### config.mk
export PLATFORM = sky130hd
export DESIGN_NAME = datapath_sequencer_flat
export DESIGN_NICKNAME = d
export VERILOG_FILES = /design/src/rtl/datapath_sequencer_if.sv /design/src/rtl/datapath_sequencer.sv /design/src/flat_wrapper.sv
export SDC_FILE = /design/constraint.sdc
export NUM_CORES = 1
export LEC_CHECK = 0
export ABC_CLOCK_PERIOD_IN_PS = 2600
export BUFFER_PORTS_ARGS = -buffer_cell sky130_fd_sc_hd__buf_2
export CAP_MARGIN = 20
export CORE_UTILIZATION = 60
export DETAILED_ROUTE_END_ITERATION = 6
export GPL_ROUTABILITY_DRIVEN = 0
export MAX_ROUTING_LAYER = met4
export PLACE_DENSITY_LB_ADDON = 0.1
export SLEW_MARGIN = 15
export SYNTH_ARGS = -nofsm -noshare
export SYNTH_HDL_FRONTEND = slang
export SYNTH_SLANG_ARGS = --single-unit
export TNS_END_PERCENT = 5
### constraint.sdc
create_clock -name clk -period 2.6 [get_ports clk]
set_input_delay 0.13 -clock clk [delete_from_list [all_inputs] [get_ports clk]]
set_output_delay 0.13 -clock clk [all_outputs]
set_load 0.02 [all_outputs]
### src/rtl/datapath_sequencer_if.sv
// Host and datapath signal bundle for the microprogrammed sequencer.
// master = host/board side (drives program, start, step and the zero flag),
// slave  = sequencer (drives datapath controls and display status).
interface datapath_sequencer_if;
  // host control and program load
  logic        start;
  logic        step_en;
  logic        prog_we;
  logic [3:0]  prog_addr;
  logic [11:0] prog_data;
  // datapath feedback
  logic        zero;
  // datapath controls
  logic [1:0]  op_sel;
  logic        en_x;
  logic        en_y;
  logic        y_sel;
  // display / status
  logic [3:0]  pc;
  logic [1:0]  state_disp;
  logic        busy;
  logic        done;
  logic [7:0]  cycles;

  modport master (
    output start, step_en, prog_we, prog_addr, prog_data, zero,
    input  op_sel, en_x, en_y, y_sel, pc, state_disp, busy, done, cycles
  );

  modport slave (
    input  start, step_en, prog_we, prog_addr, prog_data, zero,
    output op_sel, en_x, en_y, y_sel, pc, state_disp, busy, done, cycles
  );
endinterface

### src/rtl/datapath_sequencer.sv
// Microprogrammed sequencer for the x/y datapath. A 16x12 writable control
// store is read combinationally at pc; the decoded word drives the datapath
// in the same cycle and selects the next pc (SEQ/JMP/BZ/BNZ/HALT).
module datapath_sequencer (
  input  logic                  clk,
  input  logic                  reset,
  datapath_sequencer_if.slave   bus
);
  typedef struct packed {
    logic [1:0] op_sel;
    logic       en_x;
    logic       en_y;
    logic       y_sel;
    logic [2:0] next_ctl;
    logic [3:0] target;
  } instr_t;

  localparam logic [1:0] S_IDLE = 2'd0;
  localparam logic [1:0] S_RUN  = 2'd1;
  localparam logic [1:0] S_DONE = 2'd2;

  localparam logic [2:0] NC_SEQ = 3'b000;
  localparam logic [2:0] NC_JMP = 3'b001;
  localparam logic [2:0] NC_BZ  = 3'b010;
  localparam logic [2:0] NC_BNZ = 3'b011;

  // HALT with no enables; what every word holds after reset
  localparam logic [11:0] HALT_WORD = 12'h040;

  logic [11:0] mem [16];
  logic [1:0]  state;
  logic [3:0]  pc;
  logic [7:0]  cycles;

  instr_t      ir;
  logic        run;
  logic        halt_op;
  logic        advance;
  logic [3:0]  pc_inc;
  logic [3:0]  pc_next;
  logic [7:0]  cycles_inc;

  assign ir         = instr_t'(mem[pc]);
  assign run        = (state == S_RUN);
  // any next_ctl with the top bit set is HALT (reserved codes included)
  assign halt_op    = ir.next_ctl[2];
  assign advance    = run && bus.step_en;
  assign pc_inc     = pc + 4'd1;
  assign cycles_inc = (cycles == 8'hFF) ? cycles : cycles + 8'd1;

  // next-pc selection; branches look at zero from this same cycle
  always_comb begin
    pc_next = pc;
    case (ir.next_ctl)
      NC_SEQ:  pc_next = pc_inc;
      NC_JMP:  pc_next = ir.target;
      NC_BZ:   pc_next = bus.zero ? ir.target : pc_inc;
      NC_BNZ:  pc_next = bus.zero ? pc_inc : ir.target;
      default: pc_next = pc;
    endcase
  end

  // datapath controls: live only in RUN; enables also need step_en and a non-HALT word
  always_comb begin
    bus.op_sel = 2'b00;
    bus.en_x   = 1'b0;
    bus.en_y   = 1'b0;
    bus.y_sel  = 1'b0;
    if (run) begin
      bus.op_sel = ir.op_sel;
      bus.y_sel  = ir.y_sel;
      bus.en_x   = bus.step_en && ir.en_x && !halt_op;
      bus.en_y   = bus.step_en && ir.en_y && !halt_op;
    end
  end

  assign bus.pc         = pc;
  assign bus.state_disp = state;
  assign bus.busy       = run;
  assign bus.done       = (state == S_DONE);
  assign bus.cycles     = cycles;

  // control store: cleared to HALT on reset, writable only outside RUN
  always_ff @(posedge clk) begin
    if (!reset) begin
      for (int i = 0; i < 16; i++) mem[i] <= HALT_WORD;
    end else if (bus.prog_we && !run) begin
      mem[bus.prog_addr] <= bus.prog_data;
    end
  end

  // sequencer state, pc and executed-instruction counter
  always_ff @(posedge clk) begin
    if (!reset) begin
      state  <= S_IDLE;
      pc     <= 4'd0;
      cycles <= 8'd0;
    end else begin
      case (state)
        S_IDLE, S_DONE: begin
          if (bus.start) begin
            state  <= S_RUN;
            pc     <= 4'd0;
            cycles <= 8'd0;
          end
        end
        S_RUN: begin
          if (advance) begin
            cycles <= cycles_inc;
            if (halt_op) state <= S_DONE;
            else         pc    <= pc_next;
          end
        end
        default: state <= S_IDLE;
      endcase
    end
  end
endmodule

### src/flat_wrapper.sv
// flat-port wrapper written by rule: the top's interface ports become plain ports
module datapath_sequencer_flat 
  (clk, reset, bus_start, bus_step_en, bus_prog_we, bus_prog_addr, bus_prog_data, bus_zero, bus_op_sel, bus_en_x, bus_en_y, bus_y_sel, bus_pc, bus_state_disp, bus_busy, bus_done, bus_cycles);
  datapath_sequencer_if bus_i ();
  input  logic clk;
  input  logic reset;
  input wire logic [$bits(bus_i.start)-1:0] bus_start;
  input wire logic [$bits(bus_i.step_en)-1:0] bus_step_en;
  input wire logic [$bits(bus_i.prog_we)-1:0] bus_prog_we;
  input wire logic [$bits(bus_i.prog_addr)-1:0] bus_prog_addr;
  input wire logic [$bits(bus_i.prog_data)-1:0] bus_prog_data;
  input wire logic [$bits(bus_i.zero)-1:0] bus_zero;
  output wire logic [$bits(bus_i.op_sel)-1:0] bus_op_sel;
  output wire logic [$bits(bus_i.en_x)-1:0] bus_en_x;
  output wire logic [$bits(bus_i.en_y)-1:0] bus_en_y;
  output wire logic [$bits(bus_i.y_sel)-1:0] bus_y_sel;
  output wire logic [$bits(bus_i.pc)-1:0] bus_pc;
  output wire logic [$bits(bus_i.state_disp)-1:0] bus_state_disp;
  output wire logic [$bits(bus_i.busy)-1:0] bus_busy;
  output wire logic [$bits(bus_i.done)-1:0] bus_done;
  output wire logic [$bits(bus_i.cycles)-1:0] bus_cycles;
  assign bus_i.start = bus_start;
  assign bus_i.step_en = bus_step_en;
  assign bus_i.prog_we = bus_prog_we;
  assign bus_i.prog_addr = bus_prog_addr;
  assign bus_i.prog_data = bus_prog_data;
  assign bus_i.zero = bus_zero;
  assign bus_op_sel = bus_i.op_sel;
  assign bus_en_x = bus_i.en_x;
  assign bus_en_y = bus_i.en_y;
  assign bus_y_sel = bus_i.y_sel;
  assign bus_pc = bus_i.pc;
  assign bus_state_disp = bus_i.state_disp;
  assign bus_busy = bus_i.busy;
  assign bus_done = bus_i.done;
  assign bus_cycles = bus_i.cycles;
  datapath_sequencer u_core (.clk(clk), .reset(reset), .bus(bus_i));
endmodule
==> flow_summary_export.csv <==
group,metric,value,unit
floorplan,ios,43,
yosys,netlist.area_leader.share,58.6,%
timing,finalHoldViolCount,0,
setup_path,max_stage_delay,0.54,ns
run_status,status,"finished clean",
finish,syn2layout_area_growth,15.9,%
clocking,htreeDepth,1,
global_route,grt_pass1_vias,6006,
power,seqPwrFrac,53.9,%
yosys,synth.net_count,691,
worst_hold_path,hold_depth,4,
clocking,clock_sinks,210,
setup_path,r2r_cells,9,
routing,ant_nets,0,
place,post-place-ws,0.0476,ns
yosys,synth_async_sr_flop_share,0,%
global_route,grtUsageTotal,31.2,%
setup_path,critPathMaxFanout,5,
yosys,yosysSeqAreaShare,62.2,%
setup_path,slowest_stage,"mux4_2",
power,p_switching,0.00153,W
run,maxCapViolations,0,
timing,tightest_slew,0.521,ns
worst_hold_path,holdPathEnd,"u_core.bus.state_disp[0]",
finish,fin_area,0.0114,sq mm
finish,fill_cells,1079,
setup_path,required,2.47,ns
routing,via_per_inst,6.08,
timing,finalSetupViolCount,0,
timing,min_period_over_period,99.5,%
power,pwr-share-clk,40.2,%
finish,nets,774,
yosys,syn_area,0.00984,sq mm
power,combPwrFrac,5.9,%
setup_path,criticalPathCategory,"flop to primary output",
routing,vias,5969,
power,vdd_drop_max,522,uV
power,internal_power,0.00552,W
clocking,cts_made_buffers,22,
floorplan,initial_utilization,61.7,%
yosys,yosysWarnings,0,
power,p_sw_share,21.7,%
setup_path,r2r_slack,0.10,ns
power,leakage,4.33,nW
yosys,synthCells,667,
clocking,clockRootBuffer,"clkbuf_16",
yosys,ys_top_cells_by_count,"edfxtp_1 (192), and2_1 (182), mux4_2 (44), clkbuf_1 (37), nor2_1 (24)",
routing,drc,0,
finish,insertedDiodeCount,0,
finish,regArea,0.00614,sq mm
place,dpl_cell_area,0.0105,sq mm
yosys,yosysTopAreaCell,"edfxtp_1",
timing,maxSlewHeadroom,64.8,%
global_route,antenna_found_initial,0,
setup_path,crit_chain,"buf_12 -> buf_12 -> mux4_2 -> mux4_2 -> nor2b_4 -> buf_6",
worst_hold_path,min_from,"bus_step_en",
timing,finalWorstSetupSlack,0.0134,ns
global_route,grt_overflow_total,0,
power,power_density,618,mW/mm^2
timing,rsz0062_at_grt,"true",
clocking,cts.clk_slew.worst_paths,0.06,ns
floorplan,fp-row-count,46,
clocking,cts_tree,"yes",
yosys,yosysMostFrequentCell,"edfxtp_1",
setup_path,critPathLaunchType,"flop",
yosys,synth_flop_cell,"edfxtp_1",
routing,firstDrtPassIters,5,
worst_hold_path,hold_path_class,"primary input to flop",
setup_path,crit_arrival,2.46,ns
yosys,yosysUniqueCellTypes,51,
timing,fin_crit,2.59,ns
floorplan,die_x,130,um
floorplan,die_h,130,um
finish,drive_above_1_share,27.4,%
yosys,ys_ff_latch,210,
setup_path,cp-end-kind,"primary output",
yosys,synth_edf_count,192,
timing,max_freq,387,MHz
timing,worst_clock_skew,0.00670,ns
global_route,grt_first_pass_wirelength,36100,um
floorplan,die_area,0.0169,sq mm
routing,drtIter0Drc,622,
yosys,synth.area.top_cells,"edfxtp_1 (59%), and2_1 (12%), mux4_2 (10%)",
routing,totalWireLength,23900,um
clocking,clockBufferDepth,3,
timing,setup-tns-final,0,ns
routing,wl_per_cell,24.4,um
floorplan,coreArea,0.0159,sq mm
finish,multi_input_area,0.00347,sq mm
place,port-buffer-count,42,
finish,final_util,71.6,%
clocking,insertion_delay,0.50,ns
global_route,grt_max_degree,23,
timing,drv_slew,0,
place,dpl.hpwl,15600,um
yosys,synth_area_per_cell,14.8,sq um
worst max-delay path by stage:
| stage | from | end |
|---|---|---|
| 3_5_place_dp | flop | flop |
| 5_1_grt | flop | bus_en_y |
| 4_1_cts | flop | bus_op_sel[0] |
| 6_report | flop | bus_en_x |
| 3_3_place_gp | flop | bus_en_x |
| 2_1_floorplan | u_core.bus.state_disp[1] | u_core.mem[1][0] |
cells by family after synthesis:
logic type / after synthesis / share of synthesized area, %
adders and majority gates: 2 / 0.254
muxes: 61 / 13.2
AOI/OAI and AO/OA: 41 / 3.19
and+or+nand+nor: 288 / 17.4
DFF: 210 / 62.2
buffers and inverters: 56 / 3.01
xor gates and xnor gates: 9 / 0.801
state kept, by name (all words and copies together) (netlist names), named ones only:
name                   cells
u_core.mem               192
u_core.bus.state_disp      2
u_core.bus.cycles          8
u_core.bus.pc              4
power by group through the flow:
stage / combinational (W) / clock [W] / sequential [W]
3_5_place_dp: 0.000392 / 0 / 0.00387
6_report: 0.000416 / 0.00284 / 0.00380
5_1_grt: 0.000442 / 0.00301 / 0.00381
4_1_cts: 0.000406 / 0.00288 / 0.00380
3_3_place_gp: 0.000381 / 0 / 0.00387
2_1_floorplan: 0.000214 / 0 / 0.00387
layer usage:
layer	vias to the layer above	global-route usage [%]	wire length [um]
met1	3014	41.3	9250
met3	42	4.35	1850
met2	290	51.3	12300
met5	-	-	0
li1	2623	-	-
met4	0	8.34	545
stage by stage:
step	hold WS, ns	cells	total power, W
3_3_place_gp	0.445	930	0.00425
2_1_floorplan	0.281	667	0.00408
3_5_place_dp	0.458	930	0.00427
6_report	0.0766	982	0.00705
5_1_grt	0.0882	982	0.00726
4_1_cts	0.0421	982	0.00709
worst max-delay path: cells and delay by family, from the launching register on:
family,cells,cell delay (ns)
buf+inv,3,0.40
mux,2,1.03
simple gates,1,0.15
flops,1,0.37
final cells by class:
cell class              count  area share (%)
inverters                   7           0.230
flip-flops and latches    210            53.8
clock buffers              26            5.14
clock inverters            14           0.526
well taps                 216            2.37
repair buffers            108            7.49
multi-input cells         401            30.4
cell usage in the layout, fill, tap and decap left out, types with 12 or more instances in the layout:
master     instances
nand3_1           13
mux4_2            48
and2_1           179
clkbuf_16         23
nor2_1            24
or3_1             13
buf_2             37
nand2_1           15
nand2b_1          17
edfxtp_1         192
o21ai_1           12
buf_4             55
dfxtp_1           15
what timing repair did:
item / 4_1_cts / 5_1_grt
hold buffers: 1 / 0
pin swaps: 1 / 4
gates cloned: 2 / 0
buffers inserted: 10 / 1
endpoints found under the setup margin: 5 / 13
gates resized for setup: 16 / 30
hold endpoints to repair: 2 / 0
Note: power is estimated with default switching activity, not from simulation.
